`config.mk`:
```
export PLATFORM = sky130hd
export DESIGN_NAME = switch_conditioner
export DESIGN_NICKNAME = d
export VERILOG_FILES = /design/src/rtl/switch_conditioner_pkg.sv /design/src/rtl/debounce_bit.sv /design/src/rtl/switch_conditioner.sv
export SDC_FILE = /design/constraint.sdc
export NUM_CORES = 1
export LEC_CHECK = 0
export BUFFER_PORTS_ARGS = -buffer_cell sky130_fd_sc_hd__buf_2
export CORE_ASPECT_RATIO = 1.25
export CORE_MARGIN = 4
export CORE_UTILIZATION = 60
export CTS_CLUSTER_SIZE = 10
export DETAILED_ROUTE_END_ITERATION = 10
export GPL_TIMING_DRIVEN = 0
export PLACE_DENSITY = 0.88
export REMOVE_ABC_BUFFERS = 1
export SYNTH_ARGS = -nofsm -noshare
export SYNTH_HDL_FRONTEND = slang
export SYNTH_SLANG_ARGS = --single-unit
```
`constraint.sdc`:
```
create_clock -name clk_2 -period 3.3 [get_ports clk_2]
set_clock_uncertainty 0.15 [all_clocks]
set_input_delay 0.33 -clock clk_2 [delete_from_list [all_inputs] [get_ports clk_2]]
set_output_delay 0.33 -clock clk_2 [all_outputs]
set_load 0.01 [all_outputs]
```
`src/rtl/switch_conditioner_pkg.sv`:
```
`default_nettype none
// ============================================================================
// Module   : switch_conditioner_pkg
// Purpose  : Shared types and default constants for the switch conditioner
//            and its per-bit debounce cell.
// Contents : deb_state_t   - per-bit debounce state
//            SWC_NBITS     - default switch word width
//            SWC_DEBOUNCE_CYCLES - default debounce length in clk_2 cycles
//            cnt_width()   - width of a counter that must hold 0..cycles
// Macro    : none (SWITCH_CONDITIONER_EDGE_EN is consumed by the modules)
// Revision : 1.0 - initial release
// ============================================================================
package switch_conditioner_pkg;

    localparam int SWC_NBITS           = 8;
    localparam int SWC_DEBOUNCE_CYCLES = 4;

    typedef enum logic [0:0] {
        DEB_STABLE   = 1'b0,
        DEB_COUNTING = 1'b1
    } deb_state_t;

    // Counter width needed to represent every value from 0 to cycles.
    function automatic int cnt_width(input int cycles);
        return $clog2(cycles + 1);
    endfunction

endpackage
`default_nettype wire

```
`src/rtl/debounce_bit.sv`:
```
`default_nettype none
// ============================================================================
// Module   : debounce_bit
// Purpose  : One switch bit: two-flop synchronizer into clk_2, debounce
//            FSM with a per-bit counter, and registered rise/fall pulses.
// Ports    : clk_2        in   system clock, rising edge
//            reset        in   asynchronous active-low reset
//            i_sw         in   raw asynchronous switch level
//            o_q          out  debounced registered level
//            o_rise       out  one-cycle pulse, aligned with q going 0->1
//            o_fall       out  one-cycle pulse, aligned with q going 1->0
//            o_flip_next  out  combinational: q flips on the coming edge
// Macro    : SWITCH_CONDITIONER_EDGE_EN - when undefined the pulse
//            registers are not built and o_rise/o_fall are tied to 0.
// Revision : 1.0 - initial release
// ============================================================================
module debounce_bit
    import switch_conditioner_pkg::*;
#(
    parameter int DEBOUNCE_CYCLES = SWC_DEBOUNCE_CYCLES
) (
    input  logic clk_2,
    input  logic reset,
    input  logic i_sw,
    output logic o_q,
    output logic o_rise,
    output logic o_fall,
    output logic o_flip_next
);

    localparam int                 c_CNT_W = cnt_width(DEBOUNCE_CYCLES);
    localparam logic [c_CNT_W-1:0] c_TERM  = c_CNT_W'(DEBOUNCE_CYCLES - 1);
    localparam logic [c_CNT_W-1:0] c_ONE   = c_CNT_W'(1);

    logic               r_sync1;
    logic               r_sync2;
    logic               r_q;
    logic [c_CNT_W-1:0] r_cnt;
    deb_state_t         r_state;

    deb_state_t         w_state_next;
    logic [c_CNT_W-1:0] w_cnt_next;
    logic               w_q_next;
    logic               w_flip;

    // ------------------------------------------------------------------
    // State register, synchronizer and debounced level
    // ------------------------------------------------------------------
    always_ff @(posedge clk_2 or negedge reset) begin
        if (!reset) begin
            r_sync1 <= 1'b0;
            r_sync2 <= 1'b0;
            r_q     <= 1'b0;
            r_cnt   <= '0;
            r_state <= DEB_STABLE;
        end else begin
            r_sync1 <= i_sw;
            r_sync2 <= r_sync1;
            r_q     <= w_q_next;
            r_cnt   <= w_cnt_next;
            r_state <= w_state_next;
        end
    end

    // ------------------------------------------------------------------
    // Next-state logic. The counter counts edges on which the synchronized
    // level has disagreed with q; any agreement drops back to STABLE so
    // the next disagreement starts over from 1.
    // ------------------------------------------------------------------
    always_comb begin
        w_state_next = r_state;
        w_cnt_next   = r_cnt;
        w_q_next     = r_q;
        w_flip       = 1'b0;

        case (r_state)
            DEB_STABLE: begin
                w_cnt_next = '0;
                if (r_sync2 != r_q) begin
                    if (DEBOUNCE_CYCLES == 1) begin
                        // Single-cycle debounce: accept the new level at once.
                        w_q_next = r_sync2;
                        w_flip   = 1'b1;
                    end else begin
                        w_state_next = DEB_COUNTING;
                        w_cnt_next   = c_ONE;
                    end
                end
            end

            DEB_COUNTING: begin
                if (r_sync2 == r_q) begin
                    w_state_next = DEB_STABLE;
                    w_cnt_next   = '0;
                end else if (r_cnt == c_TERM) begin
                    w_state_next = DEB_STABLE;
                    w_cnt_next   = '0;
                    w_q_next     = r_sync2;
                    w_flip       = 1'b1;
                end else begin
                    w_cnt_next = r_cnt + c_ONE;
                end
            end

            default: begin
                w_state_next = DEB_STABLE;
                w_cnt_next   = '0;
            end
        endcase
    end

    assign o_q         = r_q;
    assign o_flip_next = w_flip;

    // ------------------------------------------------------------------
    // Edge pulses, registered alongside q so they line up with the new level
    // ------------------------------------------------------------------
`ifdef SWITCH_CONDITIONER_EDGE_EN
    logic r_rise;
    logic r_fall;

    always_ff @(posedge clk_2 or negedge reset) begin
        if (!reset) begin
            r_rise <= 1'b0;
            r_fall <= 1'b0;
        end else begin
            r_rise <= w_flip & w_q_next;
            r_fall <= w_flip & ~w_q_next;
        end
    end

    assign o_rise = r_rise;
    assign o_fall = r_fall;
`else
    assign o_rise = 1'b0;
    assign o_fall = 1'b0;
`endif

endmodule
`default_nettype wire

```
`src/rtl/switch_conditioner.sv`:
```
`default_nettype none
// ============================================================================
// Module   : switch_conditioner
// Purpose  : Conditions the raw board switch word for the display logic:
//            synchronizes and debounces each bit independently and offers
//            per-bit rise/fall pulses plus a combined change pulse.
// Ports    : clk_2       in   system clock, rising edge
//            reset       in   asynchronous active-low reset
//            SWI         in   [NBITS] raw asynchronous switch levels
//            sw_stable   out  [NBITS] debounced registered switch word
//            sw_rise     out  [NBITS] one-cycle 0->1 pulses
//            sw_fall     out  [NBITS] one-cycle 1->0 pulses
//            sw_changed  out  OR of all rise/fall pulses, same cycle
// Macro    : SWITCH_CONDITIONER_EDGE_EN - when undefined sw_rise, sw_fall
//            and sw_changed are tied to 0; sw_stable is unaffected.
// Revision : 1.0 - initial release
// ============================================================================
module switch_conditioner
    import switch_conditioner_pkg::*;
#(
    parameter int NBITS           = SWC_NBITS,
    parameter int DEBOUNCE_CYCLES = SWC_DEBOUNCE_CYCLES
) (
    input  logic             clk_2,
    input  logic             reset,
    input  logic [NBITS-1:0] SWI,
    output logic [NBITS-1:0] sw_stable,
    output logic [NBITS-1:0] sw_rise,
    output logic [NBITS-1:0] sw_fall,
    output logic             sw_changed
);

    logic [NBITS-1:0] w_flip_next;

    generate
        for (genvar gi = 0; gi < NBITS; gi++) begin : g_bit
            debounce_bit #(
                .DEBOUNCE_CYCLES (DEBOUNCE_CYCLES)
            ) u_debounce_bit (
                .clk_2       (clk_2),
                .reset       (reset),
                .i_sw        (SWI[gi]),
                .o_q         (sw_stable[gi]),
                .o_rise      (sw_rise[gi]),
                .o_fall      (sw_fall[gi]),
                .o_flip_next (w_flip_next[gi])
            );
        end
    endgenerate

`ifdef SWITCH_CONDITIONER_EDGE_EN
    // Registered from the per-bit flip indications so it asserts in the
    // same cycle as the rise/fall pulses it summarizes.
    logic r_changed;

    always_ff @(posedge clk_2 or negedge reset) begin
        if (!reset) begin
            r_changed <= 1'b0;
        end else begin
            r_changed <= |w_flip_next;
        end
    end

    assign sw_changed = r_changed;
`else
    logic w_unused_flip;
    assign w_unused_flip = ^w_flip_next;
    assign sw_changed    = 1'b0;
`endif

endmodule
`default_nettype wire
```
==> results of run 1 <==
power by group through the flow:
stage                     clock [mW]  sequential (mW)  combinational [mW]
after floorplan                    0             1.02               0.358
after global placement             0             1.00               0.472
after detailed placement           0             1.03               0.537
after CTS                      0.602             1.02               0.558
after global routing           0.634             1.04               0.624
final                          0.588             1.01               0.549
worst reg2reg max path: cells and delay by family (launching register included):
family | cells | cell delay (ps)
flops | 1 | 390
simple gates | 2 | 240
fa+ha+maj | 1 | 230
mux | 1 | 330
flip-flops by register name, summed over array words and instances, names as in the netlist:
register,cells
g_bit.u_debounce_bit.r_sync2,8
g_bit.u_debounce_bit.r_state,8
g_bit.u_debounce_bit.o_q,8
g_bit.u_debounce_bit.r_sync1,8
g_bit.u_debounce_bit.r_cnt,24
per-stage QoR:
stage | hold slack (ps) | std cells | total power, mW | instance area, um^2
after floorplan | -115.6 | 160 | 1.376 | 2157
after CTS | 144.8 | 232 | 2.176 | 2530
after detailed placement | 185.7 | 216 | 1.564 | 2291
final | 111.2 | 232 | 2.151 | 2530
after global routing | 208.5 | 232 | 2.297 | 2530
after global placement | 183.9 | 216 | 1.474 | 2291
layer usage:
metal  wire length, um  vias to the layer above  GRT usage  part of all wire
met5                 0                        -          0                 0
met4               125                        0    0.08207             0.036
met3               158                       13    0.05117             0.045
met2              1900                       31     0.2925              0.55
met1              1294                      600     0.1724              0.37
li1                  -                      561          -                 -
path summary, 6_finish.rpt:
path | startpoint | end | slack (ps) | depth (start not counted)
setup / recovery | g_bit[1].u_debounce_bit.r_cnt[0]$_DFF_PN0_ | g_bit[1].u_debounce_bit.o_q$_DFFE_PN0P_ | 1840 | 4
hold / removal | reset | g_bit[6].u_debounce_bit.r_cnt[2]$_DFF_PN0_ | 110 | 1
setup reg to reg | g_bit[1].u_debounce_bit.r_cnt[0]$_DFF_PN0_ | g_bit[1].u_debounce_bit.o_q$_DFFE_PN0P_ | 1840 | 4
hold reg to reg | g_bit[4].u_debounce_bit.r_sync1$_DFF_PN0_ | g_bit[4].u_debounce_bit.r_sync2$_DFF_PN0_ | 210 | 0
max in group asynchronous | reset | g_bit[2].u_debounce_bit.r_state$_DFF_PN0_ | 2180 | 1
min in group clk_2 | g_bit[4].u_debounce_bit.r_sync1$_DFF_PN0_ | g_bit[4].u_debounce_bit.r_sync2$_DFF_PN0_ | 210 | 0
final cells by class:
cell class / count / area [um^2]
clock buffers: 5 / 68.82
flip-flops and latches: 56 / 1401
well taps: 39 / 48.80
multi-input cells: 104 / 755.7
fillers: 228 / 1044
repair buffers: 25 / 165.2
clock inverters: 3 / 90.09
cells by family after synthesis:
logic type | after synthesis | share of synthesized area
mux | 8 | 0.03943
compound gates | 8 | 0.01753
flops | 56 | 0.6134
fa+ha+maj | 8 | 0.04381
simple gates | 55 | 0.1714
other cells | 1 | 0.001641
buf+inv | 25 | 0.08215
xor+xnor | 8 | 0.03067
layout by cell type, fill, tap and decap left out:
cell           count
nor2b_4            7
nor2b_2            1
dfrtp_1           56
buf_2             17
mux2_2             8
nand2_1           15
dlygate4sd3_1      8
bufinv_16          3
clkbuf_8           5
and2_1             9
and4b_1            1
ha_1               8
xor2_1             8
conb_1            17
and3_1             1
o21ai_0            8
nor3b_1           14
and2_2             7
==> impl_metrics.toml, run 1 <==
[logic_synthesis]
syn_inst = 169
synth_top_cells_by_count = "56 x dfrtp_1, 25 x buf_4, 15 x nand2_1"
synth-seq-area-share = 0.6134
ys_types = 15
synth_top_cell_area_share = 0.6134
synth_enable_flop_cells = 0
ys_top_cells_by_area = "dfrtp_1 61%, buf_4 8.2%, nor3b_1 4.6%"
ys_ff_latch = 56
syn_avg_cell_area_um2 = 13.52
ys_warn_count = 0
post-synth-top-area-cell = "dfrtp_1"
synth.most_common_cell = "dfrtp_1"
netlist_area_um2 = 2285
ys.flop_type = "dfrtp_1"
ys_async_sr_fraction = 1.000

[die]
dieArea_um2 = 4865
die_w_um = 63.19
initial_utilization = 0.6394
die_y_um = 76.99
rows = 24
coreArea_um2 = 3573
ios = 35

[setup_path]
slowest_stage = "dfrtp_1"
cp_top_family = "flip-flops"
cpPeakStageDelay_ps = 390
cp.required_ps = 3340
criticalPathCategory = "reg -> reg"
critical_path_arrival_ps = 1500
startpoint_type = "flop"
critPathCaptureType = "flop"
crit_buf_inv = 0
crit_fanout = 3
cp_cell_sequence = "ha_1 -> nor2b_4 -> nand2_1 -> mux2_2"

[power_and_ir_drop]
intPower_mw = 1.556
p_sw_frac = 0.2767
p_leak_nw = 1.222
p_switching_mw = 0.5952
comb_power_share = 0.255
peakVddDrop_uv = 599.1
pwr-share-seq = 0.472
power.density_nw_per_um2 = 850.4
p_clk_frac = 0.273

[sta]
period_share = 0.4414
maxClockFrequency_mhz = 686.6
layout_min_cycle_time_ps = 1457
hold_viol = 0
setup_ws_ps = 1843
drv_slew = 0
tightest_slew_ps = 1179
setup_violations = 0
fin_setup_tns_ps = 0
rsz0062_at_grt = "false"
slew-limit-headroom = 0.2141

[job]
cap_violations = 0

[grt]
grt_pass1_wl_um = 6113
grt_remaining_overflow = 0
grt_max_degree = 57
antenna_found_initial = 0
track_usage = 0.1642
grt_pass1_vias = 1322

[final_layout]
area_growth_pct = 10.73
drive_above_1_share = 0.2487
diodes = 0
post-route-util = 0.7080
nets = 210

[clock_network]
cts_tree = "yes"
cts.sinks = 56
clk_path_buf_depth = 2
root_buffer = "clkbuf_8"
numCtsBuffers = 5
cts_resized = 0
clk_latency_ps = 300
cts_max_level = 2
post_cts_buffers = 0
postCtsHoldBufs = 8
cts.clk_slew.worst_paths_ps = 100

[routing]
drcViolationCount = 0
vias = 1205
drtPass1Iterations = 4
wl_per_cell_um = 15.00
antenna_left = 0
wl_um = 3479
vias_per_cell = 5.194
drt-initial-drc-count = 27

[status]
status = "finished, final reports clean"

[placed_design]
post-dp-hpwl_um = 2444
gp_congestion = 0.6813
dp_slack_ps = 1765
portBuffers = 17

[min_path]
hold_class = "in -> async"
(Power assumes the default switching activity.)
==> run 2: changes to the inputs <==
--- a/config.mk
+++ b/config.mk
@@ -8,11 +8,11 @@
 export BUFFER_PORTS_ARGS = -buffer_cell sky130_fd_sc_hd__buf_2
 export CORE_ASPECT_RATIO = 1.25
 export CORE_MARGIN = 4
-export CORE_UTILIZATION = 60
+export CORE_UTILIZATION = 50
 export CTS_CLUSTER_SIZE = 10
 export DETAILED_ROUTE_END_ITERATION = 10
 export GPL_TIMING_DRIVEN = 0
-export PLACE_DENSITY = 0.88
+export PLACE_DENSITY = 0.78
 export REMOVE_ABC_BUFFERS = 1
 export SYNTH_ARGS = -nofsm -noshare
 export SYNTH_HDL_FRONTEND = slang
==> constraint.sdc (replaced) <==
create_clock -name clk_2 -period 1.2 [get_ports clk_2]
set_clock_uncertainty 0.15 [all_clocks]
set_input_delay 0.12 -clock clk_2 [delete_from_list [all_inputs] [get_ports clk_2]]
set_output_delay 0.12 -clock clk_2 [all_outputs]
set_load 0.01 [all_outputs]
==> run 2 against run 1 <==
Against the previous run: the flow now finishes with violations (negative hold slack, negative setup slack); non-clock buffer count increased by 23; maximum frequency is 5.6% higher; utilization fell by 5.4 points; wire length up 1.1%; via count increased by 4.6%; register-to-register slack worse by 2000 ps; worst hold slack lost 210 ps; clock power is 73% higher; worst setup slack got worse by 2000 ps; combinational power increased to 4.2 times the previous value; sequential share of layout area shrank 6.9 points; final area increased by 14%.
==> impl_metrics.toml, run 2 (synthesis results as in run 1) <==
[status]
status = "finished with violations"
violations = "negative hold slack, negative setup slack"

[routing]
drtPass1Iterations = 4
antenna_left = 0
vias = 1261
wl_per_cell_um = 12.83
vias_per_cell = 4.602
wl_um = 3516
drt-initial-drc-count = 20
drcViolationCount = 0

[die]
die_y_um = 83.58
coreArea_um2 = 4425
ios = 35
dieArea_um2 = 5722
initial_utilization = 0.5163
die_w_um = 68.46
rows = 27

[placed_design]
post-dp-hpwl_um = 1905
gp_congestion = 0.6616
placedCellCount = 235
portBuffers = 17

[setup_path]
reg2reg_to = "g_bit[4].u_debounce_bit.o_q$_DFFE_PN0P_"
cp.required_ps = 1240
criticalPathCategory = "reg -> reg"
rrSetupSlack_ps = -180
rr_startpoint = "g_bit[4].u_debounce_bit.r_cnt[0]$_DFF_PN0_"
critical_path_arrival_ps = 1420
rr_worst_depth = 4
critPathCaptureType = "flop"
startpoint_type = "flop"
crit_fanout = 2

[power_and_ir_drop]
intPower_mw = 4.312
p_leak_nw = 1.376
p_sw_frac = 0.3016
comb_power_share = 0.369
pwr-share-seq = 0.465
peakVddDrop_uv = 1092
power_mw = 6.174
p_clk_frac = 0.166
power.density_nw_per_um2 = 2134
p_switching_mw = 1.862

[clock_network]
clk_path_buf_depth = 2
numCtsBuffers = 5
cts_max_level = 2
root_buffer = "clkbuf_8"
cts.sinks = 56
cts_tree = "yes"
cts.clk_slew.worst_paths_ps = 80
clk_latency_ps = 310

[sta]
layout_min_cycle_time_ps = 1379
rsz0062_at_grt = "true"
drv_slew = 0
hold-worst-slack_ps = -101.6
maxClockFrequency_mhz = 725.1
tightest_slew_ps = 1162
setup_ws_ps = -179.2
slew-limit-headroom = 0.2256
period_share = 1.149
setup_violations = 24
hold_viol = 56

[final_layout]
largest_register_ffs = 24
layout_commonest_cell = "dfrtp_1"
mostFrequentLayoutCells = "56 x dfrtp_1, 17 x conb_1, 17 x buf_4, 16 x buf_2, 11 x nor3b_2"
stdcell_count = 274
area_growth_pct = 26.62
fill_cells = 321
nets = 233
diodes = 0
regMostFlops = "g_bit.u_debounce_bit.r_cnt"
drive_above_1_share = 0.5000

[grt]
grt_remaining_overflow = 0
antenna_found_initial = 0
grt_pass1_wl_um = 5540
grt_max_degree = 57
grt_pass1_vias = 1264
track_usage = 0.1238

[min_path]
hold_class = "in -> async"

[job]
cap_violations = 0
-- run 2: cell count changes in the layout (fill, tap and decap cells not counted), sizes merged --
| cell | change |
|---|---|
| buf | +23 |
| bufinv | -3 |
| clkbuf | +3 |
-- run 2: how the worst max path moves through the flow --
stage                                               start                                       to  slack [ps]  depth (start not counted)
2_1_floorplan  g_bit[3].u_debounce_bit.r_cnt[0]$_DFF_PN0_  g_bit[3].u_debounce_bit.o_q$_DFFE_PN0P_        -150                          4
3_3_place_gp   g_bit[6].u_debounce_bit.r_cnt[0]$_DFF_PN0_  g_bit[6].u_debounce_bit.o_q$_DFFE_PN0P_        -190                          4
3_5_place_dp   g_bit[5].u_debounce_bit.r_cnt[0]$_DFF_PN0_  g_bit[5].u_debounce_bit.o_q$_DFFE_PN0P_        -220                          4
4_1_cts        g_bit[1].u_debounce_bit.r_cnt[0]$_DFF_PN0_  g_bit[1].u_debounce_bit.o_q$_DFFE_PN0P_        -150                          4
5_1_grt        g_bit[2].u_debounce_bit.r_cnt[0]$_DFF_PN0_  g_bit[2].u_debounce_bit.o_q$_DFFE_PN0P_        -240                          4
6_report       g_bit[4].u_debounce_bit.r_cnt[0]$_DFF_PN0_  g_bit[4].u_debounce_bit.o_q$_DFFE_PN0P_        -180                          4
-- run 2: worst max-delay path, stage by stage, from the launching register on --
cell and delay, ps:
dfrtp_1 370, ha_2 190, nor2b_4 180, nand2_2 80, mux2_4 300
-- run 2: repair_timing --
item	in CTS	in global routing
pin swaps	17	20
gates resized for setup	35	32
setup buffers	8	15
endpoints found under the hold margin	64	0
hold buffers	8	0
endpoints found under the setup margin	23	38
-- run 2: stage by stage --
step | setup TNS, ps | utilization | cell area (um^2) | setup WS (ps)
floorplan | -1112 | - | 2157 | -148.2
global placement | -9778 | 0.5230 | 2315 | -194.8
detailed placement | -9731 | 0.5230 | 2315 | -222.7
CTS | -1231 | 0.5991 | 2651 | -145.9
global route | -3504 | 0.6537 | 2893 | -235.1
finish | -1864 | 0.6537 | 2893 | -179.2
-- run 2: power groups by stage --
stage | registers [mW] | logic [mW] | clock network [mW]
after floorplan | 2.80 | 0.986 | 0
after global placement | 2.79 | 1.34 | 0
after detailed placement | 2.81 | 1.40 | 0
after CTS | 2.82 | 1.75 | 1.05
after global routing | 2.95 | 2.54 | 1.13
final | 2.87 | 2.28 | 1.02
-- run 2: cell type report --
| type | instances | area (um^2) | area share |
|---|---|---|---|
| sequential | 56 | 1401 | 0.4844 |
| clock buffer | 8 | 90.09 | 0.03114 |
| timing repair buffer | 48 | 366.6 | 0.1267 |
| multi-input combinational | 104 | 962.2 | 0.3326 |
| tap | 58 | 72.57 | 0.02509 |
-- run 2: routing by layer --
layer	GRT usage	wire length (um)
met1	0.1670	1537
met2	0.1868	1791
met3	0.03369	147
met4	0.04882	39
met5	0	0
